### src/rtl/mdu_seq_if.sv
// Request/response handshake bundle between the execute stage and the mdu_seq sequencer.
// flush and busy also live here because they talk to the same pipeline control logic.
interface mdu_seq_if #(parameter int WIDTH = 32);
    logic             flush;
    logic             req_valid;
    logic             req_ready;
    logic [2:0]       req_op;
    logic [WIDTH-1:0] req_a;
    logic [WIDTH-1:0] req_b;
    logic [4:0]       req_rd;
    logic             resp_valid;
    logic             resp_ready;
    logic [WIDTH-1:0] resp_data;
    logic [4:0]       resp_rd;
    logic             busy;

    modport master (
        output flush, req_valid, req_op, req_a, req_b, req_rd, resp_ready,
        input  req_ready, resp_valid, resp_data, resp_rd, busy
    );
    modport slave (
        input  flush, req_valid, req_op, req_a, req_b, req_rd, resp_ready,
        output req_ready, resp_valid, resp_data, resp_rd, busy
    );
endinterface

### src/rtl/mdu_seq.sv
// Multi-cycle RV32M multiply/divide sequencer: one bit per cycle, shift-add multiply, restoring divide.
// Define MDU_MUL_EN to build the multiply datapath; otherwise MUL* ops complete immediately with 0.
module mdu_seq #(
    parameter int WIDTH = 32
) (
    input  logic      clk,
    input  logic      rst,
    mdu_seq_if.slave  s
);
    localparam int CW = $clog2(WIDTH);
    localparam logic [WIDTH-1:0] MINV = {1'b1, {(WIDTH-1){1'b0}}};

    typedef enum logic [2:0] {IDLE, PREP, CALC, FIX, DONE} state_t;

    state_t           state;
    logic [2:0]       op_q;
    logic [4:0]       rd_q;
    logic [WIDTH-1:0] b_q;
    logic [WIDTH-1:0] lo;
    logic [WIDTH-1:0] hi;
    logic             neg;
    logic [CW-1:0]    cnt;
    logic             resp_valid_q;
    logic [WIDTH-1:0] resp_data_q;
    logic [4:0]       resp_rd_q;

    logic             is_div, sgn_a, sgn_b, sa, sb, by_zero, ovf;
    logic [WIDTH-1:0] a_mag, b_mag;
    logic [WIDTH:0]   shifted, diff;
    logic [WIDTH-1:0] quot, rmd, fix_res;
`ifdef MDU_MUL_EN
    logic [WIDTH:0]     sum;
    logic [2*WIDTH-1:0] prod, prod_n;
`endif

    // Operand conditioning; lo holds raw rs1 until PREP replaces it with the magnitude.
    always_comb begin
        is_div  = op_q[2];
        sgn_a   = is_div ? !op_q[0] : (op_q[1:0] != 2'b11);
        sgn_b   = is_div ? !op_q[0] : !op_q[1];
        sa      = sgn_a && lo[WIDTH-1];
        sb      = sgn_b && b_q[WIDTH-1];
        a_mag   = sa ? -lo : lo;
        b_mag   = sb ? -b_q : b_q;
        by_zero = (b_q == '0);
        ovf     = !op_q[0] && (lo == MINV) && (b_q == '1);
    end

    always_comb begin
        shifted = {hi, lo[WIDTH-1]};
        diff    = shifted - {1'b0, b_q};
        quot    = neg ? -lo : lo;
        rmd     = neg ? -hi : hi;
        fix_res = op_q[1] ? rmd : quot;
`ifdef MDU_MUL_EN
        sum     = {1'b0, hi} + (lo[0] ? {1'b0, b_q} : '0);
        prod    = {hi, lo};
        prod_n  = neg ? -prod : prod;
        if (!is_div)
            fix_res = (op_q[1:0] == 2'b00) ? prod_n[WIDTH-1:0] : prod_n[2*WIDTH-1:WIDTH];
`endif
    end

    always_ff @(posedge clk) begin
        if (rst) begin
            state        <= IDLE;
            resp_valid_q <= 1'b0;
            resp_data_q  <= '0;
            resp_rd_q    <= '0;
        end else if (s.flush) begin
            state        <= IDLE;
            resp_valid_q <= 1'b0;
        end else begin
            case (state)
                IDLE: if (s.req_valid) begin
                    op_q  <= s.req_op;
                    lo    <= s.req_a;
                    b_q   <= s.req_b;
                    rd_q  <= s.req_rd;
                    state <= PREP;
                end
                PREP: begin
                    lo    <= a_mag;
                    b_q   <= b_mag;
                    hi    <= '0;
                    neg   <= (is_div && op_q[1]) ? sa : (sa ^ sb);
                    cnt   <= CW'(WIDTH - 1);
                    state <= CALC;
                    // Results that need no iteration bypass CALC/FIX entirely.
                    if (is_div && by_zero) begin
                        resp_data_q  <= op_q[1] ? lo : '1;
                        resp_rd_q    <= rd_q;
                        resp_valid_q <= 1'b1;
                        state        <= DONE;
                    end else if (is_div && ovf) begin
                        resp_data_q  <= op_q[1] ? '0 : MINV;
                        resp_rd_q    <= rd_q;
                        resp_valid_q <= 1'b1;
                        state        <= DONE;
                    end
`ifndef MDU_MUL_EN
                    else if (!is_div) begin
                        resp_data_q  <= '0;
                        resp_rd_q    <= rd_q;
                        resp_valid_q <= 1'b1;
                        state        <= DONE;
                    end
`endif
                end
                CALC: begin
                    if (is_div) begin
                        hi <= diff[WIDTH] ? shifted[WIDTH-1:0] : diff[WIDTH-1:0];
                        lo <= {lo[WIDTH-2:0], !diff[WIDTH]};
                    end
`ifdef MDU_MUL_EN
                    else begin
                        hi <= sum[WIDTH:1];
                        lo <= {sum[0], lo[WIDTH-1:1]};
                    end
`endif
                    cnt <= cnt - 1'b1;
                    if (cnt == '0) state <= FIX;
                end
                FIX: begin
                    resp_data_q  <= fix_res;
                    resp_rd_q    <= rd_q;
                    resp_valid_q <= 1'b1;
                    state        <= DONE;
                end
                DONE: if (s.resp_ready) begin
                    resp_valid_q <= 1'b0;
                    state        <= IDLE;
                end
                default: state <= IDLE;
            endcase
        end
    end

    assign s.req_ready  = (state == IDLE) && !s.flush && !rst;
    assign s.busy       = (state != IDLE);
    assign s.resp_valid = resp_valid_q;
    assign s.resp_data  = resp_data_q;
    assign s.resp_rd    = resp_rd_q;
endmodule

### src/flat_wrapper.sv
// flat-port wrapper written by rule: the top's interface ports become plain ports
module mdu_seq_flat 
#(
    parameter int WIDTH = 32
)
  (clk, rst, s_flush, s_req_valid, s_req_op, s_req_a, s_req_b, s_req_rd, s_resp_ready, s_req_ready, s_resp_valid, s_resp_data, s_resp_rd, s_busy);
  mdu_seq_if #(.WIDTH(WIDTH)) s_i ();
  input  logic clk;
  input  logic rst;
  input wire logic [$bits(s_i.flush)-1:0] s_flush;
  input wire logic [$bits(s_i.req_valid)-1:0] s_req_valid;
  input wire logic [$bits(s_i.req_op)-1:0] s_req_op;
  input wire logic [$bits(s_i.req_a)-1:0] s_req_a;
  input wire logic [$bits(s_i.req_b)-1:0] s_req_b;
  input wire logic [$bits(s_i.req_rd)-1:0] s_req_rd;
  input wire logic [$bits(s_i.resp_ready)-1:0] s_resp_ready;
  output wire logic [$bits(s_i.req_ready)-1:0] s_req_ready;
  output wire logic [$bits(s_i.resp_valid)-1:0] s_resp_valid;
  output wire logic [$bits(s_i.resp_data)-1:0] s_resp_data;
  output wire logic [$bits(s_i.resp_rd)-1:0] s_resp_rd;
  output wire logic [$bits(s_i.busy)-1:0] s_busy;
  assign s_i.flush = s_flush;
  assign s_i.req_valid = s_req_valid;
  assign s_i.req_op = s_req_op;
  assign s_i.req_a = s_req_a;
  assign s_i.req_b = s_req_b;
  assign s_i.req_rd = s_req_rd;
  assign s_i.resp_ready = s_resp_ready;
  assign s_req_ready = s_i.req_ready;
  assign s_resp_valid = s_i.resp_valid;
  assign s_resp_data = s_i.resp_data;
  assign s_resp_rd = s_i.resp_rd;
  assign s_busy = s_i.busy;
  mdu_seq #(.WIDTH(WIDTH)) u_core (.clk(clk), .rst(rst), .s(s_i));
endmodule
### config.mk
export PLATFORM = sky130hd
export DESIGN_NAME = mdu_seq_flat
export DESIGN_NICKNAME = d
export VERILOG_FILES = /design/src/rtl/mdu_seq_if.sv /design/src/rtl/mdu_seq.sv /design/src/flat_wrapper.sv
export SDC_FILE = /design/constraint.sdc
export NUM_CORES = 1
export LEC_CHECK = 0
export CELL_PAD_IN_SITES_DETAIL_PLACEMENT = 1
export CELL_PAD_IN_SITES_GLOBAL_PLACEMENT = 2
export CORE_ASPECT_RATIO = 1.2
export CORE_MARGIN = 3
export CORE_UTILIZATION = 35
export DETAILED_ROUTE_END_ITERATION = 10
export PLACE_DENSITY_LB_ADDON = 0.1
export SLEW_MARGIN = 30
export SYNTH_ARGS = -nofsm -noshare
export SYNTH_HDL_FRONTEND = slang
export SYNTH_SLANG_ARGS = --single-unit
### constraint.sdc
create_clock -name clk -period 5.6 [get_ports clk]
set_input_delay 1.12 -clock clk [delete_from_list [all_inputs] [get_ports clk]]
set_output_delay 1.12 -clock clk [all_outputs]
set_load 0.005 [all_outputs]
# ---- After elaboration in Yosys (flattened, before gate mapping)
# Index checks and enable logic that the tools add are counted.
dict set report word_totals {
  regBits 151
  out_inout_bits 40
  elab_cells 105
}
dict set report classes {
  add_sub_neg 5
  eq_ne 14
  muxes 39
  bitwise_logic 3
  reduce_logical 33
}
# operator n
set op_table {}
lappend op_table {{2-to-1 mux 32 bit} 15}
lappend op_table {{case mux 32 bit (2 select lines)} 3}
lappend op_table {{negation 32 bit} 3}
lappend op_table {{case mux 32 bit (3 select lines)} 1}
lappend op_table {{== test 32 bit (second input constant)} 2}
lappend op_table {{subtractor 33 x 32 -> 33 bit} 1}
lappend op_table {{zero test 32 bit} 1}
lappend op_table {{case mux 5 bit (2 select lines)} 2}
lappend op_table {{2-to-1 mux 3 bit} 6}
lappend op_table {{2-to-1 mux 5 bit} 3}
lappend op_table {{case mux 3 bit (5 select lines)} 1}
lappend op_table {{AND reduction 3 bit} 5}
lappend op_table {{logical AND 1 bit} 9}
lappend op_table {{nonzero test 3 bit} 3}
lappend op_table {{!= test 2 x 1 -> 1 bit (second input constant)} 4}
lappend op_table {{AND reduction 4 bit} 2}
lappend op_table {{2-to-1 mux 1 bit} 7}
lappend op_table {{== test 3 x 2 -> 1 bit (second input constant)} 2}
lappend op_table {{!= test 2 bit (second input constant)} 3}
lappend op_table {{AND reduction 6 bit} 1}
lappend op_table {{nonzero test 2 bit} 3}
lappend op_table {{zero test 1 bit} 5}
lappend op_table {{zero test 5 bit} 1}
lappend op_table {{AND reduction 5 bit} 1}
lappend op_table {{9 further kinds} 10}

# ---- Depth between registers and ports, before layout
dict set report logic_depth {
  word_depth 7
  mapped_depth 14
  ltp_nobuf 12
}

# ---- Worst setup path before layout
# Ideal clock, no wire load.
dict set report synth_timing {
  kind {input -> register}
  startpoint {input s_flush}
  endpoint {register u_core.hi[0], enable pin}
  t_arrival_ps 4218
  required_time_ps 5130
  setup_slack_ps 912
  stages 3
  cell_sequence {clkbuf_1 -> nor3_1 -> a21boi_0}
}
dict set report synth_via {
  elab_chain_len 2
}
# item line
set synth_lines {}
lappend synth_lines {{start: declaration} flat_wrapper.sv:10} ;# input wire logic [$bits(s_i.flush)-1:0] s_flush;
lappend synth_lines {{NOT 1 bit (no source line)} --}
lappend synth_lines {{AND reduction 4 bit (no source line)} --}
lappend synth_lines {{end signal: assignment} mdu_seq.sv:112} ;# hi <= diff[WIDTH] ? shifted[WIDTH-1:0] : diff[WIDTH-1:0];
lappend synth_lines {{end: declaration} mdu_seq.sv:20} ;# logic [WIDTH-1:0] hi;
# Every way passes these cells.
# A chain may end at the register's enable or synchronous reset.

# ---- Worst setup path after layout
dict set report layout_timing {
  startpoint {register u_core.lo[31]}
  endpoint {register u_core.hi[31] (data pin)}
}
dict set report layout_via {
  elab_chain_len 4
}
# item line
set layout_lines {}
lappend layout_lines {{start: declaration} mdu_seq.sv:19} ;# logic [WIDTH-1:0] lo;
lappend layout_lines {{start signal: assignment} mdu_seq.sv:77} ;# lo <= s.req_a;
lappend layout_lines {{start signal: assignment} mdu_seq.sv:83} ;# lo <= a_mag;
lappend layout_lines {{start signal: assignment} mdu_seq.sv:113} ;# lo <= {lo[WIDTH-2:0], !diff[WIDTH]};
lappend layout_lines {{subtractor 33 x 32 -> 33 bit} mdu_seq.sv:51} ;# diff = shifted - {1'b0, b_q};
lappend layout_lines {{2-to-1 mux 32 bit} mdu_seq.sv:112}
lappend layout_lines {{2-to-1 mux 32 bit} mdu_seq.sv:111} ;# if (is_div) begin
lappend layout_lines {{case mux 32 bit (2 select lines)} mdu_seq.sv:74} ;# case (state)
# Every way passes these cells. The select of a mux whose other input is x is not followed.

==> flow_metrics.env <==
export IMPL_status="finished clean"
export IMPL_die_area_um2=33600
export IMPL_async_flop_share=0
export IMPL_vias=10200
export IMPL_row_count=70
export IMPL_grt_pass1_wl_um=61000
export IMPL_drc=0
export IMPL_synth_seq_cells=151
export IMPL_cts_hold_buf=0
export IMPL_powerDensity_nw_per_um2=211
export IMPL_nNetsFinal=1489
export IMPL_drt_iter0_markers=601
export IMPL_yosys_area_top_type_share=0.301
export IMPL_finClkSkew_ps=11.2
export IMPL_rsz0062_at_grt="false"
export IMPL_arrival_ps=4540
export IMPL_antenna_cells=0
export IMPL_grt_overflow_total=0
export IMPL_port_buffers=116
export IMPL_cts_tree="done"
export IMPL_drtPass1Iterations=5
export IMPL_worstPathRequired_ps=5870
export IMPL_die_w_um=168
export IMPL_io_pins=117
export IMPL_cts_resized=0
export IMPL_ys_top_cells_by_area="edfxtp_1 30%, dfxtp_1 7.5%, xnor2_1 5.9%"
export IMPL_wl_um=39500
export IMPL_ys_warn_count=0
export IMPL_max_stage_delay_ps=490
export IMPL_ys_seq_area_frac=0.375
export IMPL_total_power_uw=2760
export IMPL_max_slew_margin_rel=0.260
export IMPL_grt_pass1_vias=10500
export IMPL_die_h_um=200
export IMPL_synthTopCellsByCount="132 x nor2_1, 127 x o21ai_0, 125 x nand2_1"
export IMPL_antenna_found_initial=0
export IMPL_hold_violations=0
export IMPL_worst_pin_slew_ps=1110
export IMPL_path_clk_slew_ps=70
export IMPL_path_max_fanout=29
export IMPL_cpMostUsedCell="a211o_1"
export IMPL_final_max_slew_viol_count=0
export IMPL_fmax_mhz=235
export IMPL_synth_nets=1417
export IMPL_cts_sinks=151
export IMPL_area_growth_synth_to_final_pct=19.1
export IMPL_gp_congestion=0.870
export IMPL_cp_num_buf_inv=2
export IMPL_cpLargestDelayFamily="compound AO/OA/AOI/OAI gates"
export IMPL_htree_levels=4
export IMPL_synth_most_common_cell="nor2_1"
export IMPL_netlist_area_um2=11000
export IMPL_synth_area_leader_cell="edfxtp_1"
export IMPL_ir_worst_vdd_uv=154
export IMPL_place_hpwl_um=29800
export IMPL_finalCritPeriodShare=0.761
export IMPL_synthCells=1302
export IMPL_cts_setup_buffers=0
export IMPL_setup_tns_ps=0
export IMPL_design_core_area_um2=30700
export IMPL_via_per_inst=5.70
export IMPL_period_needed_ps=4260
export IMPL_min_path_type="register to register"
export IMPL_route_antenna_remaining_nets=0
export IMPL_synth_edf_count=110
export IMPL_worstPathCellList="inv_1 > ha_1 > fa_1 > nor2b_1 > o2111ai_1 > a211o_1 > a31oi_1 > o211ai_1 > a211o_1 > nand3_2 > buf_4 > nand2_1 > o22ai_1"
export IMPL_avgSynthCellArea_um2=8.44
export IMPL_grtUsageTotal=0.234
export IMPL_cp_end_kind="register"
export IMPL_wl_per_cell_um=22.2
export IMPL_drive_gt1_frac=0.0613
export IMPL_cp_start_kind="register"
export IMPL_slowest_stage="edfxtp_1"
export IMPL_cts_buffers=17
export IMPL_grt_start_max_net_pins=62
export IMPL_clk_path_buf_depth=2
export IMPL_initial_core_util=0.357
export IMPL_setup_viol=0
export IMPL_clk_latency_ps=440
export IMPL_ys_types=69
export IMPL_cts_root_buf="clkbuf_16"
export IMPL_synth_flop_cell="edfxtp_1"
export IMPL_power_static_leakage_uw=0.00465
export IMPL_max_cap_violations=0
export IMPL_critical_path_class="register to register"
-- routing by layer --
metal | global-route usage | part of all wire
met1 | 0.283 | 0.43
met2 | 0.425 | 0.51
met3 | 0.0309 | 0.034
met4 | 0.0906 | 0.032
met5 | 0 | 0
-- cells in the final DEF (no fill, tap or decap), types with 31 or more instances in the layout --
cell and count:
nor2_1 131, o21ai_0 127, nand2_1 124, clkdlybuf4s50_1 115, edfxtp_1 110, a21oi_1 94, xnor2_1 74, inv_1 54
nor3_1 44, dfxtp_1 41, xor2_1 39, ha_1 37, a22oi_1 31
-- path summary, 6_finish.rpt --
kind	startpoint	end	slack (ps)	depth (start not counted)
setup reg to reg	u_core.lo[31]	u_core.hi[31]	1340	13
setup / recovery	u_core.lo[31]	u_core.hi[31]	1340	13
hold reg to reg	u_core.s.resp_data[23]	u_core.s.resp_data[23]	460	2
hold / removal	u_core.s.resp_data[23]	u_core.s.resp_data[23]	460	2
-- through the flow --
step                instances  area [µm²]  worst slack [ps]  hold WS, ps   util
floorplan                1302       11000               912          448      -
global placement         1749       12500              1440          448  0.406
detailed placement       1750       12500              1370          450  0.407
CTS                      1782       13100              1320          460  0.425
global route             1783       13100              1030          485  0.426
finish                   1783       13100              1340          456  0.426
-- worst register-to-register path, cell delays in order, from the launching register on --
cell and delay, ps:
edfxtp_1 490, inv_1 170, ha_1 240, fa_1 420, nor2b_1 190, o2111ai_1 220, a211o_1 380, a31oi_1 310
o211ai_1 210, a211o_1 360, nand3_2 160, buf_4 440, nand2_1 290, o22ai_1 230
-- report_power, final --
group / leakage (µW) / internal, µW / total, µW / switching (µW)
registers: 0.00134 / 1230 / 1270 / 40.8
clock network: 0.000283 / 611 / 1140 / 533
logic: 0.00303 / 156 / 339 / 183
total: 0.00465 / 2000 / 2760 / 757
-- registers in the layout, summed over array words and instances, names as in the netlist --
| signal | count |
|---|---|
| u_core.b_q | 32 |
| u_core.cnt | 5 |
| u_core.hi | 32 |
| u_core.lo | 32 |
| u_core.neg | 1 |
| u_core.op_q | 3 |
| u_core.rd_q | 5 |
| u_core.s.resp_data | 32 |
| u_core.s.resp_rd | 5 |
| u_core.s.resp_valid | 1 |
| u_core.state | 3 |
-- cell families after synthesis --
kind of cell	share of synthesized area
compound gates	0.205
fa+ha+maj	0.0440
mux	0.0288
flops	0.375
buf+inv	0.0466
xor+xnor	0.0901
simple gates	0.210
-- cell type report --
class / instances / area (µm²)
fill: 3589 / 17700
multi-input combinational: 1018 / 6400
sequential: 151 / 4120
timing repair buffer: 132 / 1280
tap: 396 / 495
clock buffer: 18 / 450
inverter: 54 / 203
clock inverter: 14 / 121
No activity file was read; power rests on OpenSTA's default activity.
